**config.mk**
```make
export PLATFORM = sky130hd
export DESIGN_NAME = order_tx_serializer
export DESIGN_NICKNAME = d
export VERILOG_FILES = /design/src/rtl/order_tx_serializer_pkg.sv /design/src/rtl/order_tx_serializer_frame_mux.sv /design/src/rtl/order_tx_serializer.sv
export SDC_FILE = /design/constraint.sdc
export NUM_CORES = 1
export LEC_CHECK = 0
export ABC_AREA = 1
export BUFFER_PORTS_ARGS = -buffer_cell sky130_fd_sc_hd__buf_2
export CORE_MARGIN = 1.5
export CORE_UTILIZATION = 57
export CTS_CLUSTER_SIZE = 40
export DETAILED_ROUTE_END_ITERATION = 12
export GPL_TIMING_DRIVEN = 0
export HOLD_SLACK_MARGIN = 0.15
export PLACE_DENSITY = 0.83
export SYNTH_ARGS = -nofsm -noshare
export SYNTH_HDL_FRONTEND = slang
export SYNTH_SLANG_ARGS = --single-unit
```
**constraint.sdc**
```tcl
create_clock -name clk -period 2.15 [get_ports clk]
set_input_delay 0 -clock clk [delete_from_list [all_inputs] [get_ports clk]]
set_output_delay 0 -clock clk [all_outputs]
set_load 0.01 [all_outputs]
```
**src/rtl/order_tx_serializer_pkg.sv**
```systemverilog
`default_nettype none
// +----------------------------------------------------------------------+
// | order_tx_serializer_pkg : shared constants and state encoding         |
// | Revision: 1.0                                                         |
// +----------------------------------------------------------------------+
package order_tx_serializer_pkg;

  localparam logic [7:0]  HDR_BYTE = 8'hA5;
  localparam int unsigned MSG_LEN  = 13;
  localparam int unsigned IDX_W    = 4;
  localparam logic [IDX_W-1:0] LAST_IDX = IDX_W'(MSG_LEN - 1);

  localparam logic SIDE_BID = 1'b0;
  localparam logic SIDE_ASK = 1'b1;

  typedef enum logic [1:0] {
    ST_IDLE     = 2'd0,
    ST_SEND     = 2'd1,
    ST_WAIT_ACK = 2'd2,
    ST_GAP      = 2'd3
  } state_e;

endpackage
`default_nettype wire

```
**src/rtl/order_tx_serializer_frame_mux.sv**
```systemverilog
`default_nettype none
// +----------------------------------------------------------------------+
// | order_frame_mux : selects the outbound frame byte by index            |
// | Revision: 1.0                                                         |
// +----------------------------------------------------------------------+
module order_frame_mux
  import order_tx_serializer_pkg::*;
(
  input  logic [IDX_W-1:0] idx_i,
  input  logic             side_i,
  input  logic [15:0]      id_i,
  input  logic [31:0]      price_i,
  input  logic [31:0]      size_i,
  input  logic [7:0]       csum_i,
  output logic [7:0]       byte_o
);

  always_comb begin
    byte_o = 8'h00;
    case (idx_i)
      4'd0:    byte_o = HDR_BYTE;
      4'd1:    byte_o = {7'b0, side_i};
      4'd2:    byte_o = id_i[15:8];
      4'd3:    byte_o = id_i[7:0];
      4'd4:    byte_o = price_i[31:24];
      4'd5:    byte_o = price_i[23:16];
      4'd6:    byte_o = price_i[15:8];
      4'd7:    byte_o = price_i[7:0];
      4'd8:    byte_o = size_i[31:24];
      4'd9:    byte_o = size_i[23:16];
      4'd10:   byte_o = size_i[15:8];
      4'd11:   byte_o = size_i[7:0];
      4'd12:   byte_o = csum_i;
      default: byte_o = 8'h00;
    endcase
  end

endmodule
`default_nettype wire

```
**src/rtl/order_tx_serializer.sv**
```systemverilog
`default_nettype none
// +----------------------------------------------------------------------+
// | order_tx_serializer : frames one order, waits for ack, enforces gap   |
// | Revision: 1.0                                                         |
// +----------------------------------------------------------------------+
module order_tx_serializer
  import order_tx_serializer_pkg::*;
#(
  parameter int unsigned ACK_TIMEOUT = 1000,
  parameter int unsigned MIN_GAP     = 16
) (
  input  logic        clk,
  input  logic        rst_n,
  input  logic        order_req,
  input  logic [31:0] order_price,
  input  logic [31:0] order_size,
  input  logic        order_side,
  output logic [7:0]  tx_data,
  output logic        tx_valid,
  input  logic        tx_ready,
  input  logic        ack_valid,
  input  logic [15:0] ack_id,
  output logic        busy,
  output logic        order_acked,
  output logic        order_timeout,
  output logic [15:0] drop_count,
  output logic [15:0] last_id
);

  localparam int unsigned TW = $clog2(ACK_TIMEOUT);
  localparam int unsigned GW = (MIN_GAP > 1) ? $clog2(MIN_GAP) : 1;
  localparam logic [TW-1:0] TMR_LAST = TW'(ACK_TIMEOUT - 1);
  localparam logic [GW-1:0] GAP_LAST = GW'((MIN_GAP == 0) ? 0 : MIN_GAP - 1);

  state_e           state_q, state_d;
  logic [IDX_W-1:0] idx_q, idx_d;
  logic [31:0]      price_q, price_d, size_q, size_d;
  logic             side_q, side_d;
  logic [15:0]      id_q, id_d, next_id_q, next_id_d, drop_q, drop_d;
  logic [7:0]       csum_q, csum_d;
  logic [TW-1:0]    tmr_q, tmr_d;
  logic [GW-1:0]    gap_q, gap_d;
  logic             acked_q, acked_d, tmo_q, tmo_d;
  logic [7:0]       w_byte;

  order_frame_mux u_mux (
    .idx_i   (idx_q),
    .side_i  (side_q),
    .id_i    (id_q),
    .price_i (price_q),
    .size_i  (size_q),
    .csum_i  (csum_q),
    .byte_o  (w_byte)
  );

  always_comb begin
    state_d   = state_q;
    idx_d     = idx_q;
    price_d   = price_q;
    size_d    = size_q;
    side_d    = side_q;
    id_d      = id_q;
    next_id_d = next_id_q;
    drop_d    = drop_q;
    csum_d    = csum_q;
    tmr_d     = tmr_q;
    gap_d     = gap_q;
    acked_d   = 1'b0;
    tmo_d     = 1'b0;

    if (order_req && (state_q != ST_IDLE) && (drop_q != 16'hFFFF))
      drop_d = drop_q + 16'd1;

    case (state_q)
      ST_IDLE: begin
        if (order_req) begin
          price_d   = order_price;
          size_d    = order_size;
          side_d    = order_side;
          id_d      = next_id_q;
          next_id_d = next_id_q + 16'd1;
          idx_d     = '0;
          csum_d    = 8'h00;
          state_d   = ST_SEND;
        end
      end
      ST_SEND: begin
        if (tx_ready) begin
          // Running XOR: by the time idx reaches the last slot it holds bytes 0..11.
          csum_d = csum_q ^ w_byte;
          if (idx_q == LAST_IDX) begin
            idx_d   = '0;
            tmr_d   = '0;
            state_d = ST_WAIT_ACK;
          end else begin
            idx_d = idx_q + IDX_W'(1);
          end
        end
      end
      ST_WAIT_ACK: begin
        tmr_d = tmr_q + TW'(1);
        if ((ack_valid && (ack_id == id_q)) || (tmr_q == TMR_LAST)) begin
          // A matching ack takes priority over an expiring timer.
          acked_d = ack_valid && (ack_id == id_q);
          tmo_d   = !acked_d;
          gap_d   = '0;
          state_d = (MIN_GAP == 0) ? ST_IDLE : ST_GAP;
        end
      end
      ST_GAP: begin
        if (gap_q == GAP_LAST) state_d = ST_IDLE;
        else                   gap_d   = gap_q + GW'(1);
      end
      default: state_d = ST_IDLE;
    endcase
  end

  always_ff @(posedge clk or negedge rst_n) begin
    if (!rst_n) begin
      state_q   <= ST_IDLE;
      idx_q     <= '0;
      price_q   <= '0;
      size_q    <= '0;
      side_q    <= 1'b0;
      id_q      <= '0;
      next_id_q <= '0;
      drop_q    <= '0;
      csum_q    <= '0;
      tmr_q     <= '0;
      gap_q     <= '0;
      acked_q   <= 1'b0;
      tmo_q     <= 1'b0;
    end else begin
      state_q   <= state_d;
      idx_q     <= idx_d;
      price_q   <= price_d;
      size_q    <= size_d;
      side_q    <= side_d;
      id_q      <= id_d;
      next_id_q <= next_id_d;
      drop_q    <= drop_d;
      csum_q    <= csum_d;
      tmr_q     <= tmr_d;
      gap_q     <= gap_d;
      acked_q   <= acked_d;
      tmo_q     <= tmo_d;
    end
  end

  assign tx_valid      = (state_q == ST_SEND);
  assign tx_data       = tx_valid ? w_byte : 8'h00;
  assign busy          = (state_q != ST_IDLE);
  assign order_acked   = acked_q;
  assign order_timeout = tmo_q;
  assign drop_count    = drop_q;
  assign last_id       = id_q;

endmodule
`default_nettype wire

```
# Yosys cells after proc, flatten, opt, wreduce, memory -nomap -nowiden
# Index checks and enable logic that the tools add are counted.
# word_totals
ff_bits	143
word_cells	85
latchBits	0
ramBits	0
out_inout_bits	44
n_memories	0
romBits	0
input_bits	86
# classes
order_cmp	0
n_shift	0
n_reduce_logical	16
addsub	5
eq_ne	25
div_mod_pow	0
n_mul	0
bitwise	1
mux	25
# ops
cell	n
$pmux W8 S13	1
$add A16 B1 Y16 const B	2
$eq A4 B4 Y1 const B	6
$mux W8	3
$mux W10	2
$mux W4	5
$pmux W10 S2	1
$eq A16 B16 Y1	1
$eq A4 B3 Y1 const B	4
$ne A16 B16 Y1 const B	1
$pmux W4 S2	2
$pmux W8 S2	1
$add A10 B1 Y10 const B	1
$eq A10 B10 Y1 const B	1
$mux W2	5
$reduce_and A3 Y1	3
$add A4 B1 Y4 const B	2
$eq A4 B2 Y1 const B	2
$ne A2 B2 Y1 const B	4
$pmux W2 S4	1
$reduce_bool A2 Y1	4
$xor A8 B8 Y8	1
$reduce_and A5 Y1	1
$eq A2 B2 Y1 const B	2
10 further kinds	16

# Logic depth before layout (Yosys ltp)
# logic_depth
ltp_word	5
depth_mapped	13

# Modules after synthesis
# From an unflattened synthesis, not the netlist that was laid out.
# unflattened
hier_cells	1042
hier_area_um2	7576.0
# modules_own_cells
mod	cells_per_inst	instances	seq_area_each_um2	area_per_inst_um2
order_tx_serializer	839	1	3578.4	6745.2
order_frame_mux	203	1	0.0	830.8

# Worst setup path after synthesis
# Ideal clock, no wire load.
# synth_timing
path_type	register to register
start	register state_q[1]
end	register csum_q[6]
setup_slack_ns	0.385
synth_period_minus_slack_ns	1.765
arrival_ns	1.646
path_buffers	1
stages_incl_launch_ff	11
setup_time_ns	0.119
cell_sequence	dfrtp_1 -> inv_1 -> ha_1 -> inv_1 -> o21ai_1 -> inv_1 -> a21oi_4 -> buf_6 -> nand3_1 -> nand2_1 -> nor2_1
# synth_between
elab_chain_cells	3
elab_cells_between_ends	7
cone_classes	eq/ne: 3; mux: 1; reduce/logical: 3
# synth_rtl
element	line_no	source
from (decl)	order_tx_serializer.sv:35	state_e state_q, state_d;
from (signal assigned)	order_tx_serializer.sv:134	state_q <= state_d;
$eq A2 B1 Y1 *	-	
via tx_valid	order_tx_serializer.sv:19	output logic tx_valid,
$ne A2 B1 Y1 (no line) / $reduce_bool A2 Y1 (equally long branches)	-	
$reduce_and A3 Y1 (no line)	-	
to (signal assigned)	order_tx_serializer.sv:142	csum_q <= csum_d;
to (decl)	order_tx_serializer.sv:40	logic [7:0] csum_q, csum_d;
# Mark *: on every way through the listed nets, which the timed path passes. The rest lies on a longest branch.
# A chain may end at the register's enable or synchronous reset.

# Worst setup path in the final report
# layout_timing
start	register idx_q[0]
end	output tx_data[6]
# layout_between
elab_chain_cells	3
elab_cells_between_ends	15
cone_classes	eq/ne: 12; mux: 2; reduce/logical: 1
# layout_rtl
element	line_no	source
from (decl)	order_tx_serializer.sv:36	logic [IDX_W-1:0] idx_q, idx_d;
from (signal assigned)	order_tx_serializer.sv:135	idx_q <= idx_d;
$eq A4 B4 Y1 (tied with other cells)	order_tx_serializer_frame_mux.sv:20	case (idx_i)
$pmux W8 S13 *	order_tx_serializer_frame_mux.sv:20	
$mux W8 *	order_tx_serializer.sv:151	assign tx_data = tx_valid ? w_byte : 8'h00;
to (decl)	order_tx_serializer.sv:18	output logic [7:0] tx_data,
# Mark *: on every way between the ends. The rest lies on a longest branch, timed or not.

==> impl_metrics.ini <==
[yosys]
synth-edff-count = 0
synth_cells = 1061
async_flop_share_pct = 100
synth-simple-area-share_pct = 36.4
synthAdderAreaFrac_pct = 2.13
synthMuxAreaShare_pct = 0
seq_area_frac_synth_pct = 46.9
synth_compound_area_share_pct = 4.15
synth_top_family_by_area = simple AND/OR/NAND/NOR gates
syn_area_per_cell_um2 = 7.19
yosys_warnings = 0
synth_nets = 1160
synth_xor_xnor_area_share_pct = 3.44
ys_ff_latch = 143
synth_cell_types = 36
ys.flop_type = dfrtp_1
syn-cell-area_um2 = 7630

[sta]
hold_viol_final = 0
rsz0062_at_grt = yes
period_share_pct = 105
period_needed_ps = 2260
setup_violations = 7
fmax_ghz = 0.442
worst_slack_ps = -115
drv_slew = 0
holdWs_ps = 136
worst_slew_pin_slew_ps = 627
finClkSkew_ps = 9.83
finalSetupTns_ps = -562
maxSlewHeadroom_pct = 58.2

[clock_network]
clkTransAtPathRegs_ps = 60
cts_sinks = 143
clk_path_buf_depth = 2
htreeDepth = 4
insertion_delay_ps = 430
ctsRootBufferMaster = clkbuf_16
tritoncts = done
cts-buffers-inserted = 17

[grt]
grt_start_max_net_pins = 80
grt_pass1_vias = 8036
grt_usage_pct = 34.7
grt.overflow.total = 0
grt_first_pass_wirelength_mm = 38.4
antenna_found_initial = 0

[place]
io_buffers = 129
placedInstanceArea_um2 = 8530
dp_cells = 1367
routabilityCongestion = 0.924
dpl_worst_slack_ps = -107
hpwlAfterDp_mm = 14.8

[min_path]
min_path_type = input pin to asynchronous set/reset pin

[cells_and_area]
finalNetCount = 1407
design_area_um2 = 10300
fin_util_pct = 78.5
num_antenna_cells = 0
drive_gt1_share_pct = 18.2
final_cells = 1496
syn2layout_area_growth_pct = 35.3

[pwr]
p_leak_nw = 5.59
total_power_mw = 11.6
peakVddDrop_v = 0.000629
power-per-cell-area_nw_per_um2 = 1120

[critical_path]
r2r_start = idx_q[0]
critPathLaunch = idx_q[0]
end_kind = output port
timing.rr.end = csum_q[4]
crit_end = tx_data[6]
critPathKind = register to output port
reg2reg_slack_ps = 50
cp_cell_sequence = inv_4, ha_4, clkinvlp_4, nor2_4, nand2_1, nand2_1, nor2_1, nand3_2, nand2_1, inv_1, buf_2
crit_path_start_kind = register
cp_top_family = simple AND/OR/NAND/NOR gates
cp.depth = 11
cp_max_fo = 7
worstRegToRegCells = 14
cp_common_cell = nand2_1
crit_required_ps = 2150
slowest_stage = dfrtp_2
cpPeakStageDelay_ps = 450
path_buf_inv = 4
cp.arrival_ps = 2260

[run_status]
violations = setup timing
run_status = finished with violations

[detailed_routing]
drt_iter0_drc = 773
drt_wl_total_mm = 24.2
drtAntennaViolNets = 0
first_pass_iters = 6
route.vias.total = 8150
drc = 0
vias_per_cell = 5.45
wl_per_cell_um = 16.2

[floorplanning]
io_pins = 130
fp.dieW_um = 119
rows = 42
core_um2 = 13100
die_y_um = 119
die-area_um2 = 14100
initial_core_util_pct = 58.1

[run]
maxCapViolCount = 0
==> registers in the layout, indices dropped and copies added (netlist names), 2 cells and up <==
signal	count
price_q	32
size_q	32
drop_count	16
last_id	16
next_id_q	16
tmr_q	10
csum_q	8
gap_q	4
idx_q	4
state_q	2
==> cell families after synthesis <==
| kind of cell | after synthesis |
|---|---|
| buffers and inverters | 135 |
| DFF | 143 |
| and+or+nand+nor | 683 |
| xor gates and xnor gates | 30 |
| AOI/OAI and AO/OA | 57 |
| adders and majority gates | 13 |
==> Yosys cell counts (2+ instances only) <==
master	n	area share, %
xnor2_1	2	0.23
inv_2	2	0.098
nand2_1	473	23
inv_1	105	5.2
o21ai_0	31	2.0
clkbuf_1	14	0.69
dfrtp_1	143	47
or2_2	2	0.16
a21oi_1	11	0.72
nor2_1	86	4.2
o22ai_1	2	0.16
xor2_1	28	3.2
nand4_1	19	1.6
buf_4	3	0.30
o21ai_2	2	0.23
nor2_2	2	0.16
buf_1	2	0.098
o21ai_1	6	0.39
nor3_1	25	1.6
nand3b_1	3	0.30
nand3_1	68	4.5
ha_1	13	2.1
buf_2	6	0.39
==> final cells by class <==
class,instances,area [um2]
Multi-Input combinational cell,783,3700
Clock inverter,9,135
Buffer,26,145
Inverter,108,420
Clock buffer,22,454
Sequential cell,143,3580
Timing Repair Buffer,229,1660
Tap cell,176,220
Fill cell,908,2820
==> where the power goes <==
part	leakage [nW]	total, mW	internal, mW	switching (mW)
sequential	1.81	4.50	3.65	0.846
combinational	3.50	4.13	1.52	2.61
clock	0.277	2.98	1.85	1.13
==> cell usage in the layout, fill, tap and decap left out, types with 3 or more instances in the layout <==
| cell | instances |
|---|---|
| nor3_1 | 25 |
| nand2_1 | 466 |
| a21oi_1 | 11 |
| clkbuf_1 | 15 |
| buf_6 | 6 |
| inv_1 | 96 |
| nand3_1 | 61 |
| clkinvlp_4 | 5 |
| nor2_1 | 67 |
| o21ai_0 | 31 |
| bufinv_16 | 3 |
| nor2_2 | 13 |
| o21ai_1 | 6 |
| clkbuf_16 | 17 |
| dfrtp_1 | 142 |
| ha_4 | 3 |
| nand2_2 | 6 |
| inv_2 | 7 |
| nand4_1 | 19 |
| nand3_2 | 7 |
| buf_4 | 13 |
| buf_2 | 131 |
| xor2_1 | 28 |
| ha_1 | 9 |
| inv_4 | 3 |
| dlygate4sd3_1 | 88 |
| nand3b_1 | 3 |
| nor2_4 | 8 |
==> repair_timing <==
action | in CTS | in global routing
setup endpoints to repair | 58 | 51
buffers inserted | 8 | 3
cloned | 0 | 0
pin swaps | 10 | 11
hold buffers | 88 | 0
resized for setup | 40 | 37
hold endpoints to repair | 215 | 0
==> worst reg2reg max path, delay by kind of cell, from the launching register on <==
kind	cells	cell delay (ps)
simple gates	8	860
fa+ha+maj	1	160
flops	1	450
buf+inv	5	530
==> routing by layer <==
metal / up-vias / wire length [um] / track usage (%) / share of wire, %
met2: 418 / 11800 / 58.6 / 49
met5: - / 0 / 0 / 0
met4: 0 / 1100 / 16.8 / 4.5
li1: 3783 / - / - / -
met1: 3846 / 9440 / 42.8 / 39
met3: 103 / 1820 / 7.00 / 7.5
==> worst min-delay path by stage <==
stage | start | to | slack (ps) | depth (start not counted)
final | rst_n | last_id[1] | 140 | 2
after global routing | rst_n | next_id_q[4] | 200 | 2
after CTS | rst_n | last_id[1] | 160 | 2
after detailed placement | rst_n | last_id[1] | 20 | 1
after global placement | order_size[28] | size_q[28] | 200 | 3
after floorplan | rst_n | csum_q[0] | -300 | 0
(Power assumes the default switching activity.)
